**src/rtl/mux2to1_beh.sv**
```systemverilog
// mux2to1_beh: width-parameterised 2:1 multiplexer with an optional output
// register, a validity flag and a record of the select that produced `out`.
module mux2to1_beh #(
  parameter int unsigned WIDTH   = 4,
  parameter bit          REG_OUT = 1'b1
) (
  input  logic             clk,
  input  logic             rst_n,
  input  logic             en,
  input  logic [WIDTH-1:0] a,
  input  logic [WIDTH-1:0] b,
  input  logic             s,
  output logic [WIDTH-1:0] out,
  output logic             out_valid,
  output logic             sel_q
);

  logic [WIDTH-1:0] sel_val;
  logic             sel_bit;

  // Select b only on a definite 1; an unknown select falls through to a.
  always_comb begin
    sel_val = a;
    sel_bit = 1'b0;
    if (s == 1'b1) begin
      sel_val = b;
      sel_bit = 1'b1;
    end
  end

  if (REG_OUT) begin : g_reg
    logic [WIDTH-1:0] out_q, out_d;
    logic             sel_hold_q, sel_hold_d;
    logic             valid_q, valid_d;

    // Next state: load the selection when enabled, otherwise hold.
    always_comb begin
      out_d      = out_q;
      sel_hold_d = sel_hold_q;
      valid_d    = valid_q;
      if (en) begin
        out_d      = sel_val;
        sel_hold_d = sel_bit;
        valid_d    = 1'b1;
      end
    end

    // Output register with asynchronous clear.
    always_ff @(posedge clk or negedge rst_n) begin
      if (!rst_n) begin
        out_q      <= '0;
        sel_hold_q <= 1'b0;
        valid_q    <= 1'b0;
      end else begin
        out_q      <= out_d;
        sel_hold_q <= sel_hold_d;
        valid_q    <= valid_d;
      end
    end

    assign out       = out_q;
    assign sel_q     = sel_hold_q;
    assign out_valid = valid_q;
  end else begin : g_comb
    logic valid_q, valid_d;

    // Validity sets on the first edge out of reset; en plays no part here.
    always_comb begin
      valid_d = 1'b1;
    end

    // Validity flag register with asynchronous clear.
    always_ff @(posedge clk or negedge rst_n) begin
      if (!rst_n) begin
        valid_q <= 1'b0;
      end else begin
        valid_q <= valid_d;
      end
    end

    assign out       = sel_val;
    assign sel_q     = sel_bit;
    assign out_valid = valid_q;
  end

endmodule

```
**config.mk**
```make
export PLATFORM = sky130hd
export DESIGN_NAME = mux2to1_beh
export DESIGN_NICKNAME = d
export VERILOG_FILES = /design/src/rtl/mux2to1_beh.sv
export SDC_FILE = /design/constraint.sdc
export NUM_CORES = 1
export LEC_CHECK = 0
export ABC_AREA = 1
export CAP_MARGIN = 20
export CORE_AREA = 2 2 39 41
export DETAILED_ROUTE_END_ITERATION = 10
export DIE_AREA = 0 0 41 43
export REMOVE_ABC_BUFFERS = 1
export SLEW_MARGIN = 20
export SYNTH_ARGS = -nofsm -noshare
export SYNTH_HDL_FRONTEND = slang
export SYNTH_SLANG_ARGS = --single-unit
```
**constraint.sdc**
```tcl
create_clock -name clk -period 1.35 [get_ports clk]
set_input_delay 0.27 -clock clk [delete_from_list [all_inputs] [get_ports clk]]
set_output_delay 0.27 -clock clk [all_outputs]
set_load 0.05 [all_outputs]
```
After elaboration in Yosys (flattened, before gate mapping):

Cells that the tools add are included.

* muxes and demuxes: 2

Operators by type and width (number)
* $mux 4: 1
* $mux 1: 1

* output and inout port bits: 6
* logic and storage cells: 5
* bits in registers: 6
* input bits: 12

Logic depth before layout (Yosys ltp):

Gate-level depths: netlist of run 1.

* depth after elaboration: 1
* depth in mapped cells: 4
* depth with buffers taken out: 4

Least setup slack after synthesis of run 1:

Ideal clock, no wire load.

* path kind: reg-to-reg
* from: register out_valid (netlist name)
* to: register g_reg.valid_q, in the netlist out_valid
* library setup time: 124 ps
* setup slack: 419 ps
* required time: 1226 ps
* buffers on the path: 0
* cell stages (with the launch flop): 2
* period minus slack after synthesis: 931 ps
* arrival: 807 ps
* path through: dfrtp_1 -> or2_1

RTL lines
* end signal: assignment: line 57 `valid_q <= valid_d;`
* end: declaration: line 34 `logic valid_q, valid_d;`

Worst setup path after layout of run 1:

* from: register g_reg.out_q[1], in the netlist out[1]
* to: output out[1]

RTL lines
* start: declaration: line 32 `logic [WIDTH-1:0] out_q, out_d;`
* start signal: assignment: line 55 `out_q <= out_d;`
* end: declaration: line 13 `output logic [WIDTH-1:0] out,`

No word-level cell between the ends.

==> impl_metrics.yaml, run 1 <==
pwr:
  cellPowerDensity_nw_per_um2: 1030
  vdd_ir_drop_max_v: 0.000464
  p_leak_uw: 0.000286
route:
  vias: 303
  drt-initial-drc-count: 5
  drcViolationCount: 0
  wl_per_cell_microns: 8.79
  ant_nets: 0
  routed_via_density: 4.04
  drtPass1Iterations: 2
  finalWirelength_microns: 659
sta:
  worstMarginPinSlew_ns: 0.261
  finalHoldViolations: 0
  min_period_over_period_pct: 80.3
  finClkSkew_ns: 0
  post-route-min-period_ns: 1.08
  fmax_ghz: 0.923
  tns_ns: 0
  slew_headroom_pct: 82.5
  holdWs_ns: 0.262
  slew_viol_final: 0
  finalSetupViolations: 0
  rsz0062_at_grt: "false"
global_routing:
  antenna_found_initial: 0
  grt_usage_pct: 11.2
  use_met3_pct: 4.71
  grt_max_degree: 7
  grt_use_met2_pct: 16.3
  gr-total-overflow: 0
  grt_pass1_vias: 326
  grt_pass1_wl_mm: 1.29
  grt.met1_usage_pct: 13.5
  busiest_layer: "met2"
worst_setup_path:
  rr_worst_depth: 1
  path_class: "flip-flop to primary output"
  rr_startpoint: "out_valid$_DFFE_PN0P_"
  path_cells: "buf_12"
  arrival_ns: 0.81
  cpPeakStageDelay_ns: 0.41
  startpoint_type: "flip-flop"
  crit_cells: 1
  crit_buf_inv: 1
  cp_slowest_cell: "dfrtp_1"
  crit_required_ns: 1.08
  cp-end-kind: "primary output"
  worstPathMaxFanout: 2
  crit_path_end: "out[1]"
  crit_family: "flip-flops"
  crit_path_start: "out[1]$_DFFE_PN0P_"
  r2r-end: "out_valid$_DFFE_PN0P_"
  rrSetupSlack_ns: 0.62
layout:
  multi_input_area_sq_um: 95.1
  antenna_cells: 0
  seq_area_sq_um: 150
  finalNetCount: 73
  synthToLayoutAreaGrowth_pct: 96.5
  fin_util_pct: 40.1
  drive_above_1_share_pct: 23.7
  fillers: 139
synth:
  syn_inst: 39
  ys_warn_count: 0
  yosys-top-cells-area: "dfrtp_1 53%, nand2_1 23%, nand3_1 7.1%"
  avgSynthCellArea_sq_um: 7.25
  yosys.area.top_type_share_pct: 53.1
  synth-seq-cells: 6
  synth.distinct_cells: 7
  ys_seq_area_share_pct: 53.1
  synth_area_sq_um: 283
  yosys.area.top_type: "dfrtp_1"
outcome:
  status: "completed"
min_path:
  hold_path_class: "input port to async pin"
cts:
  cts_buffer_depth: 2
  cts-resized-gates: 0
  clock_latency_ns: 0.24
  cts_sinks: 6
  root_buffer: "clkbuf_4"
  numCtsBuffers: 3
  htree_levels: 1
  cts_tree: "built"
  cts_setup_buffers: 0
  ctsHoldBuffers: 0
  clk_pin_slew_ns: 0.05
floorplan:
  die_h_microns: 43
  die_w_microns: 41
  rows: 14
  die_area_sq_um: 1760
  initial_utilization_pct: 20.4
  core_sq_um: 1380
  pin_count: 18
run:
  maxCapViolCount: 0
placed_design:
  dp_hpwl_microns: 542
  gp_congestion: 0.750
  portBuffers: 17
area by class of cell:
type / instances / area share (%)
Inverter: 10 / 6.76
Clock buffer: 3 / 4.05
Timing Repair Buffer: 17 / 41.4
Tap cell: 16 / 3.60
Multi-Input combinational cell: 23 / 17.1
Sequential cell: 6 / 27.0
flip-flops by register name, summed over array words and instances, names as in the netlist:
register   cells
sel_q          1
out_valid      1
out            4
report_power, final:
part | internal [uW] | switching (uW) | leakage, uW
registers | 196 | 17.9 | 0.0000688
logic | 98.2 | 91.3 | 0.000203
clock network | 101 | 65.7 | 0.0000138
total | 395 | 175 | 0.000286
layer usage:
| layer | up-vias | routed length, microns |
|---|---|---|
| met5 | - | 0 |
| met1 | 138 | 292 |
| met2 | 12 | 323 |
| li1 | 153 | - |
| met4 | 0 | 0 |
| met3 | 0 | 43 |
layout by cell type, fill, tap and decap left out:
cell type and count:
inv_2 5, buf_12 6, o21ai_1 1, clkdlybuf4s50_1 11, or2_1 1, dfrtp_1 6
inv_1 5, clkbuf_4 3, nand2_1 17, nand3_1 4
worst min-delay path by stage:
stage	startpoint	end	slack, ns	depth (start not counted)
after floorplan	rst_n	out[0]$_DFFE_PN0P_	-0.03	0
after global placement	out_valid$_DFFE_PN0P_	out_valid$_DFFE_PN0P_	0.52	1
after detailed placement	out_valid$_DFFE_PN0P_	out_valid$_DFFE_PN0P_	0.52	1
after CTS	rst_n	out[2]$_DFFE_PN0P_	0.27	1
after global routing	rst_n	sel_q$_DFFE_PN0P_	0.28	1
final	rst_n	out[2]$_DFFE_PN0P_	0.26	1
Yosys cell counts, drive strengths merged:
library cell / count
dfrtp: 6
inv: 10
nand2: 17
nand3: 4
o21ai: 1
or2: 1
stage by stage:
| step | instances | area (sq um) | power (uW) | setup WS, ns |
|---|---|---|---|---|
| 2_1_floorplan | 39 | 283 | 288 | 0.419 |
| 3_3_place_gp | 72 | 533 | 407 | 0.142 |
| 3_5_place_dp | 72 | 533 | 407 | 0.153 |
| 4_1_cts | 75 | 556 | 578 | 0.255 |
| 5_1_grt | 75 | 556 | 607 | 0.231 |
| 6_report | 75 | 556 | 569 | 0.266 |
cell families after synthesis:
family	Yosys count	synth area share [%]
buffers and inverters	10	13.3
DFF	6	53.1
and+or+nand+nor	22	31.9
AOI/OAI and AO/OA	1	1.77
(Power assumes the default switching activity.)
==> inputs of run 2 (changes only) <==
==> constraint.sdc (replaced) <==
create_clock -name clk -period 0.9 [get_ports clk]
set_input_delay 0.18 -clock clk [delete_from_list [all_inputs] [get_ports clk]]
set_output_delay 0.18 -clock clk [all_outputs]
set_load 0.05 [all_outputs]
==> run 2 against run 1 <==
  * Die area did not move
  * Non-clock buffer count rose by 4
  * First-iteration DRC count rose by 40%
  * Wire length fell by 1.2%
  * Largest power group unchanged
  * Utilization rose by 2.2 points
  * Register-to-register slack got worse by 0.49 ns
  * Clock power rose by 47%
  * Flip-flop and latch count did not move
  * Sequential share of layout area fell by 1.4 points
  * Sequential power rose by 49%
  * The run now ends with setup timing left
  * Highest routed layer unchanged
  * Critical path depth did not move
==> impl_metrics.yaml, run 2 (synthesized netlist as in run 1, its figures left out) <==
worst_setup_path:
  crit_buf_inv: 1
  crit_required_ns: 0.72
  rr_worst_depth: 3
  worstPathMaxFanout: 2
  cp_slowest_cell: "dfrtp_1"
  crit_path_start: "out[0]$_DFFE_PN0P_"
  crit_family: "flip-flops"
  cpPeakStageDelay_ns: 0.41
  path_cells: "buf_12"
  r2r-end: "out[3]$_DFFE_PN0P_"
  rrSetupSlack_ns: 0.13
  cp-end-kind: "primary output"
  path_class: "flip-flop to primary output"
  rr_startpoint: "out[3]$_DFFE_PN0P_"
  arrival_ns: 0.81
  startpoint_type: "flip-flop"
route:
  drcViolationCount: 0
  wl_per_cell_microns: 8.24
  ant_nets: 0
  drtPass1Iterations: 4
  routed_via_density: 3.84
  drt-initial-drc-count: 7
  finalWirelength_microns: 651
  vias: 303
cts:
  clk_pin_slew_ns: 0.05
  cts-resized-gates: 0
  root_buffer: "clkbuf_4"
  cts_tree: "built"
  cts_sinks: 6
  clock_latency_ns: 0.24
  cts_buffer_depth: 2
  htree_levels: 1
  numCtsBuffers: 3
  ctsHoldBuffers: 0
sta:
  slew_viol_final: 0
  worstMarginPinSlew_ns: 0.272
  setup_ws_ns: -0.0895
  min_period_over_period_pct: 110
  rsz0062_at_grt: "true"
  finalSetupViolations: 6
  slew_headroom_pct: 81.8
  finalHoldViolations: 0
  post-route-min-period_ns: 0.990
  fmax_ghz: 1.01
  finClkSkew_ns: 0
global_routing:
  grt_pass1_vias: 292
  grt_pass1_wl_mm: 1.07
  grt_usage_pct: 9.38
  grt_max_degree: 7
  gr-total-overflow: 0
  antenna_found_initial: 0
pwr:
  clockPowerShare_pct: 28.1
  intPower_uw: 610
  power.share.switching_pct: 29.9
  comb_power_share_pct: 35.3
  cellPowerDensity_nw_per_um2: 1490
  vdd_ir_drop_max_v: 0.000676
  p_sw_uw: 260
  p_leak_uw: 0.000305
  seqPwrFrac_pct: 36.7
placed_design:
  portBuffers: 17
  gp_congestion: 0.770
  dpl_cell_area_sq_um: 541
  dp_cells: 73
  dp_hpwl_microns: 538
layout:
  fin_cells: 79
  drive_above_1_share_pct: 28.6
  fin_util_pct: 42.3
  final_common_cell: "nand2_1"
  largest_reg_flops: 4
  fillers: 141
  final_cell_area_sq_um: 586
  antenna_cells: 0
  final_cell_mix: "17 x nand2_1, 11 x clkdlybuf4s50_1, 6 x dfrtp_1, 6 x buf_12"
  synthToLayoutAreaGrowth_pct: 107
  finalNetCount: 77
floorplan:
  die_h_microns: 43
  rows: 14
  die_w_microns: 41
  die_area_sq_um: 1760
  initial_utilization_pct: 20.4
  core_sq_um: 1380
  pin_count: 18
outcome:
  violations: "setup timing"
  status: "finished, violations left"
min_path:
  hold_path_class: "input port to async pin"
run:
  maxCapViolCount: 0
run 2: cell type report:
class / instances / area [sq um] / share of cell area (%)
Clock buffer: 3 / 22.5 / 3.85
Timing Repair Buffer: 21 / 260 / 44.4
Inverter: 10 / 37.5 / 6.41
Multi-Input combinational cell: 23 / 95.1 / 16.2
Sequential cell: 6 / 150 / 25.6
Tap cell: 16 / 20.0 / 3.42
run 2: worst max-delay path by stage:
stage                     slack, ns  depth (start not counted)                     to
after global routing          -0.13                          1                 out[0]
final                         -0.09                          1                 out[0]
after detailed placement      -0.19                          5     out[1]$_DFFE_PN0P_
after global placement        -0.17                          5     out[1]$_DFFE_PN0P_
after floorplan               -0.03                          1  out_valid$_DFFE_PN0P_
after CTS                     -0.11                          1                 out[3]
run 2: metal layers:
metal / wire length, microns / track usage (%) / share of wire (%) / vias up
li1: - / - / - / 162
met1: 302 / 10.1 / 46 / 130
met2: 303 / 13.8 / 47 / 11
met3: 46 / 6.28 / 7.1 / 0
met4: 0 / 4.00 / 0 / 0
met5: 0 / 0 / 0 / -
run 2: per-stage QoR:
step / setup TNS, ns / hold WS, ns / power, uW / worst slack (ns)
2_1_floorplan: -0.0313 / -0.116 / 433 / -0.0313
3_3_place_gp: -0.858 / 0.439 / 613 / -0.170
3_5_place_dp: -0.907 / 0.443 / 613 / -0.185
4_1_cts: -0.569 / 0.181 / 883 / -0.106
5_1_grt: -0.669 / 0.196 / 925 / -0.131
6_report: -0.485 / 0.178 / 870 / -0.0895
run 2: power by group through the flow:
| stage | logic, uW | registers, uW | clock network, uW |
|---|---|---|---|
| finish | 307 | 319 | 244 |
| global route | 326 | 321 | 277 |
| CTS | 303 | 320 | 260 |
| detailed placement | 290 | 324 | 0 |
| global placement | 289 | 324 | 0 |
| floorplan | 41.0 | 392 | 0 |
run 2: what timing repair did:
| item | CTS | global route |
|---|---|---|
| gates cloned | 0 | 0 |
| setup endpoints to repair | 6 | 6 |
| buffers inserted | 2 | 1 |
